==> config.mk <==
export PLATFORM = sky130hd
export DESIGN_NAME = inv_mix_columns_iter
export DESIGN_NICKNAME = d
export VERILOG_FILES = /design/src/rtl/inv_mix_columns_iter.sv
export SDC_FILE = /design/constraint.sdc
export NUM_CORES = 1
export LEC_CHECK = 0
export CORE_MARGIN = 2
export CORE_UTILIZATION = 45
export CTS_CLUSTER_DIAMETER = 120
export CTS_CLUSTER_SIZE = 16
export DETAILED_ROUTE_END_ITERATION = 10
export PLACE_DENSITY = 0.7
export SLEW_MARGIN = 10
export SYNTH_ARGS = -nofsm -noshare
export SYNTH_HDL_FRONTEND = slang
export SYNTH_SLANG_ARGS = --single-unit
==> constraint.sdc <==
create_clock -name clk -period 3.83 [get_ports clk]
set_clock_uncertainty 0.15 [all_clocks]
set_input_delay 0.5745 -clock clk [delete_from_list [all_inputs] [get_ports clk]]
set_output_delay 0.5745 -clock clk [all_outputs]
set_load 0.01 [all_outputs]
==> src/rtl/inv_mix_columns_iter.sv <==
// Iterative AES InvMixColumns: captures one 128-bit state, transforms COLS_PER_CYCLE
// columns per clock in place, then presents the result until the consumer takes it.
module inv_mix_columns_iter #(
  parameter int COLS_PER_CYCLE = 1
) (
  input  logic         clk,
  input  logic         rst,
  input  logic         in_valid,
  output logic         in_ready,
  input  logic [127:0] in_data,
  output logic         out_valid,
  input  logic         out_ready,
  output logic [127:0] out_data,
  output logic         busy
);

  generate
    if (!(COLS_PER_CYCLE == 1 || COLS_PER_CYCLE == 2 || COLS_PER_CYCLE == 4)) begin : g_bad_cols
      $error("inv_mix_columns_iter: COLS_PER_CYCLE must be 1, 2 or 4");
    end
  endgenerate

  // For COLS_PER_CYCLE=4 the step truncates to 0: one CALC cycle, counter stays 0.
  localparam logic [1:0] CNT_STEP = 2'(COLS_PER_CYCLE);
  localparam logic [1:0] LAST_CNT = 2'(4 - COLS_PER_CYCLE);

  typedef enum logic [1:0] {S_IDLE, S_CALC, S_DONE} state_e;

  state_e       state_q;
  logic [1:0]   cnt_q;
  logic [127:0] work_q, work_d;
  logic [127:0] out_q;
  logic         in_ready_q, out_valid_q, busy_q;
  logic [6:0]   col_lsb;

  function automatic logic [7:0] xtime(input logic [7:0] b);
    return {b[6:0], 1'b0} ^ (b[7] ? 8'h1b : 8'h00);
  endfunction

  function automatic logic [31:0] inv_col(input logic [31:0] col);
    logic [7:0] s [4];
    logic [7:0] x2 [4];
    logic [7:0] x4 [4];
    logic [7:0] x8 [4];
    logic [7:0] m9 [4];
    logic [7:0] mb [4];
    logic [7:0] md [4];
    logic [7:0] me [4];
    for (int r = 0; r < 4; r++) begin
      s[r]  = col[31-8*r -: 8];
      x2[r] = xtime(s[r]);
      x4[r] = xtime(x2[r]);
      x8[r] = xtime(x4[r]);
      m9[r] = x8[r] ^ s[r];
      mb[r] = x8[r] ^ x2[r] ^ s[r];
      md[r] = x8[r] ^ x4[r] ^ s[r];
      me[r] = x8[r] ^ x4[r] ^ x2[r];
    end
    return {me[0] ^ mb[1] ^ md[2] ^ m9[3],
            m9[0] ^ me[1] ^ mb[2] ^ md[3],
            md[0] ^ m9[1] ^ me[2] ^ mb[3],
            mb[0] ^ md[1] ^ m9[2] ^ me[3]};
  endfunction

  // Column c lives at bit offset (3-c)*32, and 3-c equals ~c for a 2-bit index.
  always_comb begin
    work_d  = work_q;
    col_lsb = '0;
    for (int j = 0; j < COLS_PER_CYCLE; j++) begin
      col_lsb = {~(cnt_q + 2'(j)), 5'd0};
      work_d[col_lsb +: 32] = inv_col(work_q[col_lsb +: 32]);
    end
  end

  always_ff @(posedge clk or negedge rst) begin
    if (!rst) begin
      state_q     <= S_IDLE;
      cnt_q       <= '0;
      work_q      <= '0;
      out_q       <= '0;
      in_ready_q  <= 1'b1;
      out_valid_q <= 1'b0;
      busy_q      <= 1'b0;
    end else begin
      case (state_q)
        S_IDLE: begin
          if (in_valid && in_ready_q) begin
            work_q     <= in_data;
            cnt_q      <= '0;
            state_q    <= S_CALC;
            in_ready_q <= 1'b0;
            busy_q     <= 1'b1;
          end
        end
        S_CALC: begin
          work_q <= work_d;
          cnt_q  <= cnt_q + CNT_STEP;
          if (cnt_q == LAST_CNT) begin
            state_q     <= S_DONE;
            out_valid_q <= 1'b1;
            out_q       <= work_d;
          end
        end
        S_DONE: begin
          if (out_ready) begin
            state_q     <= S_IDLE;
            out_valid_q <= 1'b0;
            in_ready_q  <= 1'b1;
            busy_q      <= 1'b0;
          end
        end
        default: state_q <= S_IDLE;
      endcase
    end
  end

  assign in_ready  = in_ready_q;
  assign out_valid = out_valid_q;
  assign out_data  = out_q;
  assign busy      = busy_q;

endmodule

==> results of run 1 <==
## flip-flops by register name (all words and copies together), names as in the netlist
signal	cells
in_ready	1
out_data	128
busy	1
cnt_q	2
work_q	128
state_q	2
out_valid	1
## power breakdown
part | total [mW] | leakage (nW) | switching (mW) | internal [mW]
Sequential | 2.77 | 3.00 | 0 | 2.77
Clock | 1.99 | 0.269 | 1.02 | 0.973
Combinational | 0.222 | 4.71 | 0.0966 | 0.125
## final cells by class
cell class	count	area (um2)
Fill cell	2649	12900
Multi-Input combinational cell	943	7070
Sequential cell	263	6580
Timing Repair Buffer	313	3070
Clock buffer	28	531
Tap cell	396	495
Inverter	8	30.0
Clock inverter	2	27.5
## cells in the mapped netlist, types with 5 or more instances
library cell    n
dfrtp_1       262
nand2_1       213
a22oi_1       108
xnor2_1       107
o21ai_0       103
clkbuf_1       83
nand3b_1       79
a21oi_1        50
mux4_2         32
nor2_1         31
xor2_1         31
o21ai_1        27
nand3_1        23
xnor3_1        23
o211ai_1       21
a2bb2oi_1      18
nor2b_1        15
buf_2          10
xnor2_2         9
inv_1           7
xnor2_4         6
ha_1            5
nor3_1          5
## critical path: stages, from the launching register on
cell and delay, ns:
dfrtp_2 0.49, buf_4 0.27, mux4_2 0.62, xnor2_1 0.57, xnor3_1 0.57, xnor2_2 0.23, xor2_1 0.34, buf_4 0.21
o21ai_0 0.08
## path summary, 6_finish.rpt
| path | from | end | slack, ns |
|---|---|---|---|
| setup reg to reg | cnt_q[0]$_DFFE_PN0P_ | work_q[34]$_DFFE_PN0P_ | 0.12 |
| hold reg to reg | out_data[100]$_DFFE_PN0P_ | out_data[100]$_DFFE_PN0P_ | 0.32 |
| setup / recovery | cnt_q[0]$_DFFE_PN0P_ | work_q[34]$_DFFE_PN0P_ | 0.12 |
| max in group asynchronous | rst | out_data[100]$_DFFE_PN0P_ | 2.67 |
| min in group clk | out_data[100]$_DFFE_PN0P_ | out_data[100]$_DFFE_PN0P_ | 0.32 |
| hold / removal | rst | out_data[82]$_DFFE_PN0P_ | -0.03 |
## metal layers
| metal | vias up | GRT usage (%) | wire (um) | part of all wire, % |
|---|---|---|---|---|
| met5 | - | 0 | 0 | 0 |
| met2 | 791 | 45.0 | 21800 | 45 |
| met4 | 0 | 9.84 | 1710 | 3.5 |
| met1 | 5840 | 41.9 | 20200 | 42 |
| li1 | 5121 | - | - | - |
| met3 | 124 | 6.61 | 4970 | 10 |
## cell families after synthesis
group | count (synthesis)
AOI/OAI and AO/OA | 339
xor gates and xnor gates | 186
adders and majority gates | 5
buffers and inverters | 109
DFF | 263
muxes | 35
and+or+nand+nor | 378
## placed cells by master (no fill, tap or decap), types with 8 or more instances in the layout
master,n
a21oi_1,46
mux4_2,32
xor2_1,30
o21ai_0,103
clkdlybuf4s50_1,261
dfrtp_1,261
nor2b_1,15
a2bb2oi_1,18
nand2_1,212
nor2_1,31
xnor2_2,10
clkbuf_16,20
nand3b_1,79
xnor3_1,23
xnor2_1,106
a22oi_1,108
o21ai_1,27
o211ai_1,21
buf_4,46
nand3_1,23
clkbuf_1,8
## per-stage QoR
stage	instances	hold WS (ns)	setup WS [ns]	utilization, %
2_1_floorplan	1315	0.129	0.585	-
3_3_place_gp	1923	0.302	0.173	56.2
3_5_place_dp	1923	0.304	0.144	56.2
4_1_cts	1953	0.00217	0.0994	58.0
5_1_grt	1953	0.0152	0.0387	58.1
6_report	1953	-0.0314	0.117	58.1
==> impl_metrics.json, run 1 <==
{
  "power_mw": 4.99,
  "timing.slew.headroom_pct": 17.2,
  "crit_path_end_kind": "flop",
  "final-max-slew-violation-count": 0,
  "cp.arrival_ns": 3.92,
  "setup_violations": 0,
  "dieWidth_um": 181,
  "hpwl_um": 34500,
  "synth_nets": 1452,
  "ys_seq_elements": 263,
  "grt_max_degree": 111,
  "h-tree-depth": 1,
  "port_buffers": 262,
  "cp-start-kind": "flop",
  "cts_root_buf": "clkbuf_16",
  "ctsHoldBuffers": 0,
  "nets": 1686,
  "crit_type": "reg -> reg",
  "synth-simple-area-share_pct": 12.9,
  "yosysTopAreaCell": "dfrtp_1",
  "place_area_um2": 17200,
  "status": "finished with violations",
  "synth_area_leaders": "dfrtp_1, xnor2_1, a22oi_1",
  "ir_drop_uv": 256,
  "crit_fanout": 11,
  "grt_pass1_vias": 11816,
  "grtUsageTotal_pct": 29.5,
  "totalWireLength_um": 48600,
  "fin_tns_setup_ns": 0,
  "synthArstFlopShare_pct": 100,
  "antenna_cells": 0,
  "clk_pin_slew_ns": 0.08,
  "num_rows": 64,
  "wire_per_inst_um": 24.9,
  "synth_compound_area_share_pct": 15.1,
  "design.die.area_um2": 32700,
  "grt_pass1_wl_um": 73800,
  "gp_congestion": 0.944,
  "synthXorXnorAreaFrac_pct": 16.0,
  "syn_to_final_growth_pct": 26.6,
  "ys_warn_count": 0,
  "fin_hold_ws_ns": -0.0314,
  "cts_resized": 0,
  "hold_violations": 19,
  "p_per_area_nw_per_um2": 280,
  "syn_inst": 1315,
  "max_cap_violations": 0,
  "worst_pin_slew_ns": 1.24,
  "synth-seq-area-share_pct": 46.8,
  "violations": "negative hold slack",
  "io_pins": 263,
  "min_period_ns": 3.71,
  "postCtsSetupBuffers": 0,
  "cts_tree": "done",
  "min_period_over_period_pct": 97.0,
  "via_per_inst": 6.08,
  "synth-edff-count": 0,
  "core-area_um2": 30700,
  "rsz0062_at_grt": "false",
  "drt-pass1-iter-count": 6,
  "synth.avg_cell_area_um2": 10.7,
  "clock-sinks": 263,
  "cts_buffers": 20,
  "synth_top_area_share_pct": 46.6,
  "clk_latency_ns": 0.53,
  "drt_iter0_drc": 1492,
  "drc": 0,
  "fmax_mhz": 269,
  "required_ns": 4.03,
  "postRouteAntennaNets": 0,
  "grt-ovfl-total": 0,
  "fin_area_um2": 17800,
  "ys_types": 43,
  "synthAdderAreaFrac_pct": 0.445,
  "grt_antenna_before_repair": 0,
  "synth_top_family_by_area": "XOR/XNOR gates",
  "fp.dieH_um": 181,
  "cts_buffer_depth": 3,
  "synthFlopType": "dfrtp_1",
  "yosys-mux-area-fraction_pct": 5.36,
  "p_leak_nw": 7.98,
  "syn_area_um2": 14100,
  "drive_above_1_share_pct": 9.12,
  "initial_utilization_pct": 45.9,
  "min_path_type": "in -> async",
  "reg2regPathDepth": 8,
  "vias": 11876
}
Note: power is estimated with default switching activity, not from simulation.
==> run 2, diff against run 1 <==
--- a/config.mk
+++ b/config.mk
@@ -5,6 +5,7 @@
 export SDC_FILE = /design/constraint.sdc
 export NUM_CORES = 1
 export LEC_CHECK = 0
+export CAP_MARGIN = 40
 export CORE_MARGIN = 2
 export CORE_UTILIZATION = 45
 export CTS_CLUSTER_DIAMETER = 120
==> run 2 against run 1 <==
The run now ends clean. Combinational power barely moved. Setup slack improved by 0.017 ns. Cell count rose by 0.41%. Sequential share of layout area fell by 0.21 points. Critical path type unchanged. Largest cell class unchanged.
==> impl_metrics.json, run 2 (synthesis gave the netlist of run 1 again) <==
{
  "dp.cells": 1928,
  "seqCellArea_um2": 6580,
  "h-tree-depth": 1,
  "final-max-slew-violation-count": 0,
  "required_ns": 4.09,
  "wire_per_inst_um": 24.7,
  "nets": 1694,
  "fp.dieH_um": 181,
  "vias": 11723,
  "p_leak_nw": 8.03,
  "grt_pass1_wl_um": 74400,
  "fin_tns_setup_ns": 0,
  "grt_antenna_before_repair": 1,
  "multiInputGateArea_um2": 7060,
  "via_per_inst": 5.98,
  "dieWidth_um": 181,
  "min_path_type": "reg -> reg",
  "num_rows": 64,
  "fmax_mhz": 271,
  "place_ws_ns": 0.188,
  "grtUsageMet3_pct": 5.85,
  "hpwl_um": 34600,
  "antenna_cells": 0,
  "min_period_over_period_pct": 96.5,
  "grt_max_degree": 111,
  "fillerInstances": 2604,
  "setup_ws_ns": 0.134,
  "cts_buffer_depth": 3,
  "timing.slew.headroom_pct": 41.6,
  "totalWireLength_um": 48500,
  "drive_above_1_share_pct": 9.46,
  "cp-start-kind": "flop",
  "power_mw": 4.99,
  "drc": 0,
  "cp.arrival_ns": 3.96,
  "rsz0062_at_grt": "false",
  "cts_tree": "done",
  "drt_iter0_drc": 1447,
  "postRouteAntennaNets": 0,
  "p_per_area_nw_per_um2": 279,
  "grt_pass1_vias": 11853,
  "cts_buffers": 20,
  "initial_utilization_pct": 45.9,
  "crit_fanout": 21,
  "drt-pass1-iter-count": 8,
  "final_cell_mix": "dfrtp_1, clkdlybuf4s50_1, nand2_1, a22oi_1, xnor2_1",
  "grt_util_met1_pct": 42.2,
  "clk_latency_ns": 0.54,
  "setup_violations": 0,
  "port_buffers": 262,
  "crit_type": "reg -> reg",
  "clock-sinks": 263,
  "crit_path_end_kind": "flop",
  "gp_congestion": 0.944,
  "grt-ovfl-total": 0,
  "fin_hold_ws_ns": 0.317,
  "status": "finished, final reports clean",
  "design.die.area_um2": 32700,
  "grtUsageTotal_pct": 29.6,
  "met2_usage_pct": 45.7,
  "syn_to_final_growth_pct": 27.3,
  "worst_pin_slew_ns": 0.876,
  "cts_root_buf": "clkbuf_16",
  "io_pins": 263,
  "core-area_um2": 30700,
  "min_period_ns": 3.70,
  "stdcell_count": 1961,
  "clk_pin_slew_ns": 0.08,
  "ir_drop_uv": 266,
  "hold_violations": 0,
  "max_cap_violations": 0,
  "grt_busiest_layer": "met2"
}
==> run 2: cell types whose count changed in the layout (fill, tap and decap cells not counted), sizes merged <==
cell	change
buf	+7
dlygate4sd3	+1
==> run 2: final timing paths <==
check | from | endpoint | slack [ns] | cells past startpoint
worst max-delay path | cnt_q[0]$_DFFE_PN0P_ | work_q[71]$_DFFE_PN0P_ | 0.13 | 8
worst min-delay path | out_data[54]$_DFFE_PN0P_ | out_data[54]$_DFFE_PN0P_ | 0.32 | 2
worst max register to register | cnt_q[0]$_DFFE_PN0P_ | work_q[71]$_DFFE_PN0P_ | 0.13 | 8
worst min register to register | out_data[54]$_DFFE_PN0P_ | out_data[54]$_DFFE_PN0P_ | 0.32 | 2
max in group asynchronous | rst | out_data[23]$_DFFE_PN0P_ | 2.06 | 3
min in group asynchronous | rst | out_data[82]$_DFFE_PN0P_ | 0.55 | 2
==> run 2: what timing repair did <==
| action | 4_1_cts | 5_1_grt |
|---|---|---|
| hold buffers | 1 | 0 |
| endpoints found under the setup margin | 0 | 2 |
| endpoints found under the hold margin | 1 | 0 |
| resized for setup | 0 | 1 |
| buffers inserted | 0 | 2 |
==> run 2: cell type report <==
class	instances	share of cell area, %
clock inverters	2	0.154
well taps	396	2.77
clock buffers	28	2.96
inverters	8	0.168
flip-flops and latches	263	36.8
multi-input cells	943	39.4
repair buffers	321	17.8
==> run 2: metrics by stage <==
step	instance area, um2	utilization, %
global route	17900	58.4
floorplan	14100	-
CTS	17900	58.3
global placement	17200	56.2
detailed placement	17300	56.5
finish	17900	58.4
==> run 2: power breakdown <==
part	total (mW)	internal [mW]	switching [mW]
registers	2.77	2.77	0
logic	0.223	0.126	0.0969
clock network	2.00	0.973	1.02
==> run 2: worst max-delay path: stages (launching register included) <==
cell and delay [ns]:
dfrtp_2 0.48, buf_12 0.26, mux4_2 0.71, xor2_1 0.50, xnor3_1 0.57, xnor2_1 0.28
buf_4 0.19, o22ai_1 0.09, a221o_1 0.31
==> run 2: routing by layer <==
layer / vias to the layer above / routed length, um
met3: 105 / 4570
met4: 0 / 1540
met2: 682 / 22100
met1: 5802 / 20300
li1: 5134 / -
met5: - / 0
